`src/rtl/sat_pkg.sv`:
```
// Shared constants and types for the SAT local-search datapath.
// Holds problem sizing, occurrence-entry field offsets and the break-value FSM encoding.
// No logic; imported by the break-value calculator and its counter bank.
package sat_pkg;

    localparam int NSAT                          = 3;
    localparam int NSAT_BITS                     = 2;
    localparam int MAX_CLAUSES_PER_VARIABLE      = 20;
    localparam int MAX_CLAUSES_PER_VARIABLE_BITS = 5;
    localparam int VAR_BITS                      = 10;
    localparam int CLAUSE_BITS                   = 12;
    localparam int OCC_ADDR_BITS                 = 15;
    localparam int TC_BITS                       = 2;

    // Occurrence entry layout: {entry_valid, polarity, clause_idx}
    localparam int OCC_POL_BIT   = CLAUSE_BITS;
    localparam int OCC_VALID_BIT = CLAUSE_BITS + 1;

    typedef enum logic [1:0] {
        IDLE  = 2'd0,
        SCAN  = 2'd1,
        DRAIN = 2'd2,
        DONE  = 2'd3
    } bvc_state_t;

endpackage

```
`src/rtl/bvc_counter_bank.sv`:
```
// Bank of NSAT saturating break-value counters with synchronous clear and indexed increment.
// Latency: increment visible the cycle after inc_i; clear has priority over increment.
// No backpressure; one increment per cycle. Ports: clk, reset, clr_i, inc_i, inc_idx_i, cnt_o (packed).
module bvc_counter_bank #(
    parameter int NSAT      = sat_pkg::NSAT,
    parameter int NSAT_BITS = sat_pkg::NSAT_BITS,
    parameter int CNT_BITS  = sat_pkg::MAX_CLAUSES_PER_VARIABLE_BITS
) (
    input  logic                     clk,
    input  logic                     reset,
    input  logic                     clr_i,
    input  logic                     inc_i,
    input  logic [NSAT_BITS-1:0]     inc_idx_i,
    output logic [NSAT*CNT_BITS-1:0] cnt_o
);

    logic [NSAT*CNT_BITS-1:0] cnt_q, cnt_d;

    always_comb begin
        cnt_d = cnt_q;
        if (clr_i) begin
            cnt_d = '0;
        end else if (inc_i) begin
            for (int i = 0; i < NSAT; i++) begin
                // Saturate at all-ones rather than wrapping back to zero
                if (NSAT_BITS'(i) == inc_idx_i &&
                    cnt_q[i*CNT_BITS +: CNT_BITS] != {CNT_BITS{1'b1}}) begin
                    cnt_d[i*CNT_BITS +: CNT_BITS] = cnt_q[i*CNT_BITS +: CNT_BITS] + CNT_BITS'(1);
                end
            end
        end
    end

    always_ff @(posedge clk) begin
        if (reset) begin
            cnt_q <= '0;
        end else begin
            cnt_q <= cnt_d;
        end
    end

    assign cnt_o = cnt_q;

endmodule

```
`src/rtl/break_value_calculator.sv`:
```
// Computes the break value of each candidate variable of an unsatisfied clause.
// Latency: done_o at T+Nv*M+3 after start (T+1 when no candidate valid); optional
// macro BVC_EARLY_EXIT_EN stops a candidate's list at its first invalid entry (latency
// then data-dependent, same upper bound). start_i is ignored while busy_o, no queuing.
// Ports: start/var_* inputs, busy/done/break_value outputs, occ and tc synchronous read ports.
module break_value_calculator #(
    parameter int NSAT                          = sat_pkg::NSAT,
    parameter int NSAT_BITS                     = sat_pkg::NSAT_BITS,
    parameter int MAX_CLAUSES_PER_VARIABLE      = sat_pkg::MAX_CLAUSES_PER_VARIABLE,
    parameter int MAX_CLAUSES_PER_VARIABLE_BITS = sat_pkg::MAX_CLAUSES_PER_VARIABLE_BITS,
    parameter int VAR_BITS                      = sat_pkg::VAR_BITS,
    parameter int CLAUSE_BITS                   = sat_pkg::CLAUSE_BITS,
    parameter int OCC_ADDR_BITS                 = sat_pkg::OCC_ADDR_BITS,
    parameter int TC_BITS                       = sat_pkg::TC_BITS
) (
    input  logic                                      clk,
    input  logic                                      reset,
    input  logic                                      start_i,
    input  logic [NSAT*VAR_BITS-1:0]                  var_ids_i,
    input  logic [NSAT-1:0]                           var_values_i,
    input  logic [NSAT-1:0]                           var_valid_i,
    output logic                                      busy_o,
    output logic                                      done_o,
    output logic [NSAT*MAX_CLAUSES_PER_VARIABLE_BITS-1:0] break_values_o,
    output logic [NSAT-1:0]                           break_value_valid_o,
    output logic                                      occ_rd_o,
    output logic [OCC_ADDR_BITS-1:0]                  occ_addr_o,
    input  logic [CLAUSE_BITS+1:0]                    occ_data_i,
    output logic                                      tc_rd_o,
    output logic [CLAUSE_BITS-1:0]                    tc_addr_o,
    input  logic [TC_BITS-1:0]                        tc_data_i
);
    import sat_pkg::*;

    localparam int MB = MAX_CLAUSES_PER_VARIABLE_BITS;

    bvc_state_t                state_q, state_d;
    logic [NSAT*VAR_BITS-1:0]  ids_q, ids_d;
    logic [NSAT-1:0]           vals_q, vals_d;
    logic [NSAT-1:0]           vld_q, vld_d;
    logic [NSAT_BITS-1:0]      cand_q, cand_d;
    logic [MB-1:0]             slot_q, slot_d;
    logic                      drain_q, drain_d;

    // Pipeline tags: stage B holds the returning occ read, stage C the returning tc read
    logic                      b_vld_q, b_vld_d;
    logic [NSAT_BITS-1:0]      b_cand_q;
    logic                      c_vld_q;
    logic [NSAT_BITS-1:0]      c_cand_q;

    logic                      clr;
    logic                      first_found, next_found;
    logic [NSAT_BITS-1:0]      first_idx, next_idx;
    logic                      occ_valid, occ_pol, lit_true, list_end;
    logic [VAR_BITS-1:0]       cur_var;

    // Lowest valid candidate at start, and the next valid candidate above the current one
    always_comb begin
        first_found = 1'b0;
        first_idx   = '0;
        next_found  = 1'b0;
        next_idx    = '0;
        for (int i = NSAT - 1; i >= 0; i--) begin
            if (var_valid_i[i]) begin
                first_found = 1'b1;
                first_idx   = NSAT_BITS'(i);
            end
            if (vld_q[i] && NSAT_BITS'(i) > cand_q) begin
                next_found = 1'b1;
                next_idx   = NSAT_BITS'(i);
            end
        end
    end

    assign occ_valid = occ_data_i[OCC_VALID_BIT];
    assign occ_pol   = occ_data_i[OCC_POL_BIT];
    assign lit_true  = (occ_pol == vals_q[b_cand_q]);

`ifdef BVC_EARLY_EXIT_EN
    // An invalid entry for the candidate still being issued terminates its list;
    // the read issued in this same cycle belongs to that candidate and is dropped.
    assign list_end = b_vld_q && !occ_valid && (state_q == SCAN) && (b_cand_q == cand_q);
`else
    assign list_end = 1'b0;
`endif

    always_comb begin
        state_d  = state_q;
        ids_d    = ids_q;
        vals_d   = vals_q;
        vld_d    = vld_q;
        cand_d   = cand_q;
        slot_d   = slot_q;
        drain_d  = drain_q;
        clr      = 1'b0;
        done_o   = 1'b0;
        occ_rd_o = 1'b0;
        case (state_q)
            IDLE: begin
                if (start_i) begin
                    ids_d   = var_ids_i;
                    vals_d  = var_values_i;
                    vld_d   = var_valid_i;
                    clr     = 1'b1;
                    cand_d  = first_idx;
                    slot_d  = '0;
                    drain_d = 1'b0;
                    state_d = first_found ? SCAN : DONE;
                end
            end
            SCAN: begin
                occ_rd_o = 1'b1;
                if (list_end || slot_q == MB'(MAX_CLAUSES_PER_VARIABLE - 1)) begin
                    if (next_found) begin
                        cand_d = next_idx;
                        slot_d = '0;
                    end else begin
                        state_d = DRAIN;
                    end
                end else begin
                    slot_d = slot_q + MB'(1);
                end
            end
            DRAIN: begin
                drain_d = 1'b1;
                if (drain_q) begin
                    state_d = DONE;
                end
            end
            DONE: begin
                done_o  = 1'b1;
                state_d = IDLE;
            end
            default: state_d = IDLE;
        endcase
    end

    assign b_vld_d = occ_rd_o && !list_end;

    assign cur_var    = ids_q[int'(cand_q)*VAR_BITS +: VAR_BITS];
    assign occ_addr_o = occ_rd_o ? (OCC_ADDR_BITS'(cur_var) * OCC_ADDR_BITS'(MAX_CLAUSES_PER_VARIABLE)
                                    + OCC_ADDR_BITS'(slot_q)) : '0;

    // Only currently-true literals can break a clause, so only those fetch a true-count
    assign tc_rd_o   = b_vld_q && occ_valid && lit_true;
    assign tc_addr_o = tc_rd_o ? occ_data_i[CLAUSE_BITS-1:0] : '0;

    assign busy_o              = (state_q != IDLE);
    assign break_value_valid_o = vld_q;

    always_ff @(posedge clk) begin
        if (reset) begin
            state_q  <= IDLE;
            ids_q    <= '0;
            vals_q   <= '0;
            vld_q    <= '0;
            cand_q   <= '0;
            slot_q   <= '0;
            drain_q  <= 1'b0;
            b_vld_q  <= 1'b0;
            b_cand_q <= '0;
            c_vld_q  <= 1'b0;
            c_cand_q <= '0;
        end else begin
            state_q  <= state_d;
            ids_q    <= ids_d;
            vals_q   <= vals_d;
            vld_q    <= vld_d;
            cand_q   <= cand_d;
            slot_q   <= slot_d;
            drain_q  <= drain_d;
            b_vld_q  <= b_vld_d;
            b_cand_q <= cand_q;
            c_vld_q  <= tc_rd_o;
            c_cand_q <= b_cand_q;
        end
    end

    // A true-count of 0 on a true literal is inconsistent memory and is not counted
    bvc_counter_bank #(
        .NSAT      (NSAT),
        .NSAT_BITS (NSAT_BITS),
        .CNT_BITS  (MB)
    ) u_cnt (
        .clk       (clk),
        .reset     (reset),
        .clr_i     (clr),
        .inc_i     (c_vld_q && tc_data_i == TC_BITS'(1)),
        .inc_idx_i (c_cand_q),
        .cnt_o     (break_values_o)
    );

endmodule

```
`config.mk`:
```
export PLATFORM = sky130hd
export DESIGN_NAME = break_value_calculator
export DESIGN_NICKNAME = d
export VERILOG_FILES = /design/src/rtl/sat_pkg.sv /design/src/rtl/bvc_counter_bank.sv /design/src/rtl/break_value_calculator.sv
export SDC_FILE = /design/constraint.sdc
export NUM_CORES = 1
export LEC_CHECK = 0
export ABC_AREA = 1
export BUFFER_PORTS_ARGS = -buffer_cell sky130_fd_sc_hd__buf_2
export CAP_MARGIN = 40
export CORE_MARGIN = 4
export CORE_UTILIZATION = 58
export DETAILED_ROUTE_END_ITERATION = 10
export GPL_TIMING_DRIVEN = 0
export PLACE_DENSITY = 0.87
export SLEW_MARGIN = 20
export SYNTH_ARGS = -nofsm -noshare
export SYNTH_HDL_FRONTEND = slang
export SYNTH_HIERARCHICAL = 1
export SYNTH_SLANG_ARGS = --single-unit
```
`constraint.sdc`:
```
create_clock -name clk -period 8.9 [get_ports clk]
set_clock_uncertainty 0.2 [all_clocks]
set_input_delay 0.445 -clock clk [delete_from_list [all_inputs] [get_ports clk]]
set_output_delay 0.445 -clock clk [all_outputs]
set_load 0.02 [all_outputs]
```
==> run metrics, run 1 <==
Total Routing Usage GR approximately 25%; critical path class reg -> out; worst skew pair latency roughly 350 ps; Rel. slew slack between 60% and 70%; number of global-route vias before repair 3,903; Seq cells post-synth 67; Detail Placement HPWL 8.02 mm; Post-DRT Antenna Nets 0; Leak Pwr 2.50 nW; flop2flop setup slack 6630 ps; total negative setup slack 0 ps; hold_ws 151 ps; CP max FO 10; cells after synthesis 599; Netlist cell types 31; max cap viols 0; PwrDens 286 nW/um^2; Hold Crit Depth 3; clock buffer depth 2; CTS Sinks 67; Syn Nets just under 700; DIE AREA 8250 um^2; worst reg2reg path startpoint state_q[0]; Slew @ Worst Pin 508 ps; Synth Area in XOR/XNOR under 10%; Buffers on Ports approximately 100; max-slew violations 0; # IOs roughly 100; Post-route DRC 0; first-pass iteration count of the detailed router 5; post-synthesis compound-gate area fraction 15.1%; Area Growth Syn to Fin 20.5%; Avg Inst Size Synth 6.65 um^2; Reg2Reg Depth 9; Resized Gates After CTS 0; CTS buffer count 9; Worst Hold Path EP ids_q[0]; FP Rows 29; Final min period ~4600 ps; Post-synth EDFFs 0; CP Data Required Time 8260 ps; # Post-CTS Setup Buffers 0; outcome complete, no violations; CTS tree built; Antenna Cells 0; Clock transition at path regs 70 ps; hold buffer count at CTS 0; total number of vias approximately 4,200; Worst R2R End u_cnt/cnt_o[9]; Horiz. Die Dim 90.9 um; CTS root buffer clkbuf_8; arrival time at the worst endpoint 3950 ps; ys flop type dfxtp_1; die height 90.9 um; drt initial violations 238; overall power 1.37 mW; wire per inst 12.9 um; post-route insts no fill 795; post-synthesis mux area share 0%; dpl ws ~4700 ps; Post-Synth Simple-Gate Area 31.3%; GRT overflow 0; initial core utilization between 60% and 70%; first-pass GRT wire length 17.1 mm; CP Capture Type output port; adder-cell area share of the yosys netlist 10.4%; drt total wl 10.3 mm; hold_sp var_ids_i[0]; Final Cycle Share between 50% and 60%; Max Freq 217 MHz; dpl cells 779; largest family of logic cells by synthesized area simple AND/OR/NAND/NOR gates; Fin. Hold Viols 0; final setup fails 0; H-tree depth 3; Worst Setup Start Kind flip-flop; RSZ-0062 raised after global routing no; Worst Hold Class in -> reg; Core ar. 6490 um^2; gpl congestion approximately 0.84; Synth async-reset ratio 0%; Yosys warning total 6; vias per cell about 5.3; initial antenna violation count 0; register area share after synthesis 33.7%; # nets final 800; largest net degree at the start of global routing 13; synthesized area 3980 um^2; setup ws final 4300 ps; layout cells sized above 1 20.9%; maximum vdd drop roughly 0.17 mV
-- cells in the mapped netlist, types with 5 or more instances --
| master | n | area share [%] |
|---|---|---|
| nand3_1 | 31 | 3.9 |
| nand2_1 | 88 | 8.3 |
| a21oi_1 | 34 | 4.3 |
| ha_1 | 30 | 9.4 |
| inv_1 | 63 | 5.9 |
| nor2_1 | 138 | 13 |
| dfxtp_1 | 67 | 34 |
| nand2_2 | 7 | 1.1 |
| nor2_4 | 5 | 1.4 |
| o21ai_1 | 13 | 1.6 |
| nor3_1 | 5 | 0.63 |
| clkbuf_1 | 14 | 1.3 |
| o21ai_0 | 65 | 8.2 |
-- cell type report --
| type | instances | area, um^2 |
|---|---|---|
| sequential | 67 | 1340 |
| clock inverter | 6 | 65.1 |
| tap | 77 | 96.3 |
| buffer | 20 | 82.6 |
| inverter | 67 | 251 |
| fill | 523 | 1700 |
| multi-input combinational | 445 | 2310 |
| clock buffer | 10 | 138 |
| timing repair buffer | 103 | 515 |
-- sequential cells by signal, summed over array words and instances, names as in the netlist --
register and flops:
u_cnt/cnt_o 15, state_q 2, b_cand_q 2, b_vld_q 1, break_value_valid_o 3, drain_q 1, vals_q 3, cand_q 2
ids_q 30, slot_q 5, c_cand_q 2, c_vld_q 1
-- cells in the final DEF, fill, tap and decap left out, types with 2 or more instances in the layout --
cell type / count
a21oi_1: 34
a31oi_1: 2
and3_1: 4
buf_1: 2
buf_2: 106
clkbuf_1: 14
clkbuf_8: 10
clkinv_2: 2
clkinv_4: 2
dfxtp_1: 67
fa_1: 2
ha_1: 30
inv_1: 63
inv_2: 4
nand2_1: 88
nand2_2: 7
nand3_1: 31
nand3_2: 2
nand4_1: 3
nor2_1: 138
nor2_2: 4
nor2_4: 5
nor3_1: 5
o21ai_0: 65
o21ai_1: 13
o21ai_2: 2
xor2_1: 4
-- layer usage --
layer,vias to the layer above,global-route usage (%),part of all wire [%]
met5,-,0,0
met4,0,9.17,1.8
met3,22,5.33,9.4
met2,187,43.1,45
met1,1870,30.7,44
li1,2157,-,-
-- per-stage QoR --
stage	instance area [um^2]	util (%)
after global placement	4590	70.7
after CTS	4800	73.8
after global routing	4800	73.8
after detailed placement	4590	70.7
final	4800	73.8
after floorplan	3980	-
-- worst max path at each step --
stage / from / endpoint / slack [ps] / cells after the start
finish: cand_q[0] / occ_addr_o[13] / 4300 / 18
global route: cand_q[0] / occ_addr_o[11] / 4040 / 17
CTS: cand_q[0] / occ_addr_o[13] / 4310 / 18
detailed placement: cand_q[0] / occ_addr_o[13] / 4710 / 18
global placement: cand_q[0] / occ_addr_o[11] / 4740 / 17
floorplan: cand_q[0] / occ_addr_o[13] / 5120 / 16
-- critical path: stages (launching register included) --
cell and delay (ps):
dfxtp_1 330, inv_2 80, clkbuf_1 380, buf_2 310, nand3_1 100, o21ai_1 270
ha_1 310, ha_1 230, fa_1 580, nand2_1 70, nor2_1 80, nand2_1 70
a21oi_2 190, nand2_2 100, nor2_2 160, nand3_1 80, nand2_1 70, nor2_1 40
buf_2 150
-- cell families (layout without fill, tap and decap cells) --
group	count (synthesis)	count (layout)
buf+inv	87	206
fa+ha+maj	32	32
compound gates	117	117
simple gates	291	291
flops	67	67
xor+xnor	5	5
-- where the power goes --
| part | leakage, nW | switching (mW) | total, mW | internal [mW] |
|---|---|---|---|---|
| logic | 1.85 | 0.477 | 0.721 | 0.244 |
| registers | 0.550 | 0.0357 | 0.393 | 0.358 |
| clock network | 0.102 | 0.119 | 0.256 | 0.137 |
| total | 2.50 | 0.632 | 1.37 | 0.738 |
Power figures use the tool's default switching activity.
==> inputs of run 2 (changes only) <==
Settings changed: CORE_UTILIZATION 58 to 53, PLACE_DENSITY 0.87 to 0.8.
Clock period 8.9 ns to 4.3 ns, I/O delays scaled along.
==> run 2 against run 1 <==
Against the previous run:
- cell count rose by 6.7%
- critical path type unchanged
- critical path depth fell by 2
- sequential share of layout area fell by 1.8 points
- count of clock-buffer cells in the layout rose by 2
- wire length rose by 5.0%
- setup slack got worse by 4000 ps
- total power rose by 100%
- combinational power rose by 110%
- critical endpoint unchanged
- global-route usage fell by 0.84 points
- register-to-register slack got worse by 4600 ps
- design area rose by 6.8%
- worst hold slack got worse by 140 ps
==> run metrics, run 2 (synthesis gave the netlist of run 1 again) <==
largest register by flop count ids_q; Total Routing Usage GR 24.2% (-0.84 points); PwrDens 545 nW/um^2 (+91%); vias per cell 5.10 (-4.2%); total number of vias 4,328 (+2.2%); clock buffer depth 2 (unchanged); max reg flops 30 (unchanged); CTS Sinks 67 (unchanged); Hold Crit Depth 3 (unchanged); gpl congestion 0.855 (+1.5%); DP Area 4620 um^2 (+0.60%); Post-route DRC 0 (unchanged); Worst Setup Start Kind flip-flop; # nets final 831 (+3.9%); worst-path cell chain inv_1, o21ai_0, o21ai_2, ha_1, ha_1, fa_1, nand2_1, nor2_1, nand2_1, a21oi_2, nand2_2, nor2_2, nand3_1, nand2_1, nor2_1, buf_2; first-pass iteration count of the detailed router 5 (unchanged); cell area after layout 5120 um^2 (+6.8%); CTS root buffer clkbuf_8; Area Growth Syn to Fin 28.6%; Clock transition at path regs 70 ps (about the same); Antenna Cells 0 (unchanged); Final Cycle Share 92.9%; Core ar. 7290 um^2 (+12%); area of the multi-input gates 2310 um^2 (+0.16%); GRT overflow 0 (unchanged); Max stage delay on crit path 570 ps (about the same); Slew @ Worst Pin 497 ps (-10.2 ps); CP Buf/Inv Count 2 (-2); CP Capture Type output port; drt total wl 10.8 mm (+5.0%); Final min period 4000 ps; initial antenna violation count 0 (unchanged); initial core utilization 54.6% (-6.7 points); largest net degree at the start of global routing 14 (+1); total negative setup slack 0 ps (unchanged); most used cell, CP nand2_1; final setup fails 0 (unchanged); H-tree depth 3 (unchanged); number of global-route vias before repair 3,903 (unchanged); Buffers on Ports 103 (unchanged); CTS tree built; first-pass GRT wire length 17.4 mm (+1.4%); # IOs 104 (unchanged); RSZ-0062 raised after global routing no; DIE AREA 8960 um^2 (+8.6%); Fin. Hold Viols 0 (unchanged); maximum vdd drop 0.300 mV (+74%); CTS buffer count 9 (unchanged); Reg2Reg Depth 9 (unchanged); Post-DRT Antenna Nets 0 (unchanged); Horiz. Die Dim 94.7 um (+4.2%); Leak Pwr 2.63 nW (+5.1%); layout cells sized above 1 20.2% (-0.73 points); Top delay family on crit path adder cells; worst skew pair latency 340 ps (about the same); arrival time at the worst endpoint 3580 ps (-370 ps); wire per inst 12.7 um (-1.5%); outcome complete, no violations; max cap viols 0 (unchanged); CP Data Required Time 3880 ps (-4380 ps); Worst Hold Class in -> reg; Slowest-stage cell, CP fa_1; FP Rows 31 (+6.9%); drt initial violations 197 (-17%); Detail Placement HPWL 7.92 mm (-1.3%); die height 94.7 um (+4.2%); FF+latch area 1340 um^2 (unchanged); Max Freq 250 MHz; Critical Path Stages 16 (-2); most common cell after layout, fill and taps aside nor2_1; commonest non-fill, non-tap cells in the layout 138 x nor2_1, 106 x buf_2, 88 x nand2_1; critical path class reg -> out; max-slew violations 0 (unchanged); Rel. slew slack 66.8% (+0.68 points); CP max FO 11 (+1); fillers 644 (+23%)
[run 2: cell count changes in the layout (fill, tap and decap cells not counted)]
cell           before  now
clkbuf_1           14   12
o21ai_2             2    3
clkbuf_2            0    2
clkinv_4            2    1
bufinv_16           1    0
dlygate4sd3_1       0   33
o21ai_1            13   12
[run 2: layout make-up]
class / instances / area share [%]
repair buffers: 136 / 16.5
clock buffers: 12 / 2.83
flip-flops and latches: 67 / 26.2
multi-input cells: 445 / 45.1
clock inverters: 4 / 0.513
plain buffers: 18 / 1.51
well taps: 99 / 2.42
inverters: 67 / 4.91
[run 2: power by group]
part	switching, mW	internal, mW	leakage, nW
combinational	0.989	0.523	1.99
clock	0.242	0.225	0.0863
sequential	0.0740	0.740	0.550
[run 2: repair_timing]
| item | CTS | global route |
|---|---|---|
| endpoints found under the setup margin | 2 | 5 |
| resized for setup | 0 | 5 |
| hold endpoints to repair | 33 | 0 |
| hold buffers | 33 | 0 |
| gates cloned | 0 | 0 |
| buffers inserted | 0 | 0 |
[run 2: routing by layer]
layer / GRT usage [%] / wire (um) / vias up
met3: 4.06 / 730 / 22
li1: - / - / 2212
met5: 0 / 0 / -
met1: 30.3 / 4690 / 1915
met2: 41.6 / 5110 / 179
met4: 9.01 / 232 / 0
[run 2: worst reg2reg max path, cell delays in order, from the launching register on]
cell     delay, ps
dfxtp_1        390
inv_1           90
ha_1           240
nand2_1        210
inv_1          160
buf_2          220
nor2_1         210
buf_2          240
o21ai_0        130
nor2_1         140
[run 2: worst paths after layout]
path                            endpoint  slack, ps                    from
setup reg to reg          u_cnt/cnt_o[9]       2010              state_q[0]
hold reg to reg   break_value_valid_o[1]        260  break_value_valid_o[1]
hold / removal                  ids_q[9]         10            var_ids_i[9]
setup / recovery          occ_addr_o[13]        300               cand_q[1]
[run 2: through the flow]
| stage | worst slack, ps | power [mW] | std cells | hold slack, ps | util (%) |
|---|---|---|---|---|---|
| 3_3_place_gp | 392 | 2.24 | 801 | 237 | 63.4 |
| 5_1_grt | 40.0 | 3.05 | 848 | 11.9 | 70.2 |
| 2_1_floorplan | 753 | 1.93 | 599 | 182 | - |
| 3_5_place_dp | 275 | 2.29 | 801 | 249 | 63.4 |
| 6_report | 304 | 2.79 | 848 | 9.95 | 70.2 |
| 4_1_cts | 57.1 | 2.78 | 849 | 3.88 | 70.2 |
==> inputs of run 3 (changes only) <==
Settings changed: CELL_PAD_IN_SITES_DETAIL_PLACEMENT from default to 0, CELL_PAD_IN_SITES_GLOBAL_PLACEMENT from default to 1, CORE_UTILIZATION 53 to 37, PLACE_DENSITY 0.8 to default, PLACE_DENSITY_LB_ADDON from default to 0.1.
==> run 3 against run 2 <==
Against the previous run:
- setup slack hardly changed
- worst hold slack better by 91 ps
- wire length is 2.1% higher
- count of clock-buffer cells in the layout is 1 lower
- critical path depth stayed put
- design area is 2.4% higher
- register-to-register slack better by 80 ps
- global-route usage is 6.3 points lower
- combinational power hardly changed
- critical path type unchanged
- highest routed layer unchanged
==> run metrics, run 3 (synthesis gave the netlist of run 1 again) <==
layout cells sized above 1 20.1% (-0.11 points); Slew @ Worst Pin 539 ps (+41.3 ps); initial antenna violation count 0 (unchanged); Max Freq 250 MHz (about the same); Buffers on Ports 103 (unchanged); number of global-route vias before repair 4,028 (+3.2%); critical path class reg -> out; Post-route DRC 0 (unchanged); initial core utilization 38.2% (-16 points); Leak Pwr 2.66 nW (+1.3%); RSZ-0062 raised after global routing no; Worst Setup Start Kind flip-flop; H-tree depth 3 (unchanged); PwrDens 551 nW/um^2 (+1.0%); Antenna Cells 0 (unchanged); hold_sp occ_data_i[12]; Worst R2R End u_cnt/cnt_o[6]; final setup fails 0 (unchanged); commonest non-fill, non-tap cells in the layout 138 x nor2_1, 106 x buf_2, 88 x nand2_1; Final Cycle Share 92.9% (about the same); # IOs 104 (unchanged); Worst Hold Path EP c_vld_q; Clock transition at path regs 80 ps (about the same); CP Data Required Time 3880 ps (about the same); Area Growth Syn to Fin 31.7%; clock buffer depth 2 (unchanged); Total Routing Usage GR 17.9% (-6.3 points); post-route insts no fill 889 (+4.8%); flop2flop setup slack 2090 ps (+80 ps); total number of vias 4,211 (-2.7%); worst reg2reg path startpoint state_q[0]; Detail Placement HPWL 8.40 mm (+6.1%); die height 112 um (+18%); CTS buffer count 9 (unchanged); Hold Crit Depth 4 (+1); total negative setup slack 0 ps (unchanged); worst skew pair latency 350 ps (about the same); Core ar. 10,400 um^2 (+43%); vias per cell 4.74 (-7.2%); Horiz. Die Dim 112 um (+18%); Fin. Hold Viols 0 (unchanged); largest register by flop count ids_q; Reg2Reg Depth 9 (unchanged); most common cell after layout, fill and taps aside nor2_1; CP max FO 13 (+2); max cap viols 0 (unchanged); arrival time at the worst endpoint 3580 ps (about the same); gpl congestion 0.789 (-7.7%); first-pass iteration count of the detailed router 4 (-1); Worst Hold Class in -> reg; dpl cells 838 (+4.6%); overall power 2.89 mW (+3.4%); final core occ 50.4% (-20 points); largest net degree at the start of global routing 14 (unchanged); drt total wl 11.0 mm (+2.1%); max reg flops 30 (unchanged); drt initial violations 199 (+1.0%); DIE AREA 12,500 um^2 (+39%); wire per inst 12.4 um (-2.6%); FP Rows 37 (+19%); CTS Sinks 67 (unchanged); # nets final 835 (+0.48%); CP Capture Type output port; max-slew violations 0 (unchanged); maximum vdd drop 0.198 mV (-34%); CTS tree built; Post-DRT Antenna Nets 0 (unchanged); outcome complete, no violations; Final min period 4000 ps (+0.423 ps); Rel. slew slack 64.1% (-2.8 points); first-pass GRT wire length 18.5 mm (+6.8%); Critical Path Source cand_q[0]; CTS root buffer clkbuf_8; # Post-CTS Setup Buffers 0 (unchanged); GRT overflow 0 (unchanged)
==> run 3: final cells by class <==
class / count / area [um^2]
sequential: 67 / 1340
fill: 1103 / 5170
buffer: 18 / 77.6
clock buffer: 11 / 131
inverter: 67 / 251
timing repair buffer: 140 / 886
tap: 136 / 170
multi-input combinational: 445 / 2310
clock inverter: 5 / 77.6
==> run 3: layer usage <==
layer / track usage [%] / routed length [um]
met1: 23.6 / 5290
met4: 4.79 / 101
met3: 3.53 / 482
met5: 0 / 0
met2: 29.8 / 5120
==> run 3: power breakdown <==
part / switching, mW / internal (mW) / total, mW
clock: 0.246 / 0.325 / 0.571
combinational: 0.979 / 0.523 / 1.50
sequential: 0.0764 / 0.740 / 0.817
total: 1.30 / 1.59 / 2.89
==> run 3: critical path: stages, from the launching register on <==
cell and delay (ps):
dfxtp_1 330, inv_2 210, buf_2 270, nand3_1 130, o21ai_2 160, ha_1 300, ha_1 230, fa_1 580
nand2_1 70, nor2_1 90, nand2_1 80, a21oi_2 200, nand2_2 90, nor2_2 160, o21ai_1 80, nor2_1 110
buf_2 170
==> run 3: timing repair <==
action,in CTS,in global routing
endpoints found under the setup margin,4,5
gates resized for setup,0,5
hold buffers,37,0
hold endpoints to repair,37,0
==> run 3: worst max-delay path by stage <==
stage | endpoint | cells past startpoint
2_1_floorplan | occ_addr_o[13] | 16
3_3_place_gp | occ_addr_o[11] | 17
3_5_place_dp | occ_addr_o[11] | 17
4_1_cts | occ_addr_o[11] | 16
5_1_grt | occ_addr_o[11] | 16
6_report | occ_addr_o[11] | 16
==> run 3: through the flow <==
| step | hold WS [ps] | worst slack (ps) | cell area, um^2 |
|---|---|---|---|
| after floorplan | 182 | 753 | 3980 |
| after global placement | 244 | 253 | 4670 |
| after detailed placement | 250 | 249 | 4670 |
| after CTS | 95.5 | 21.1 | 5240 |
| after global routing | 122 | 16.2 | 5250 |
| final | 101 | 304 | 5250 |
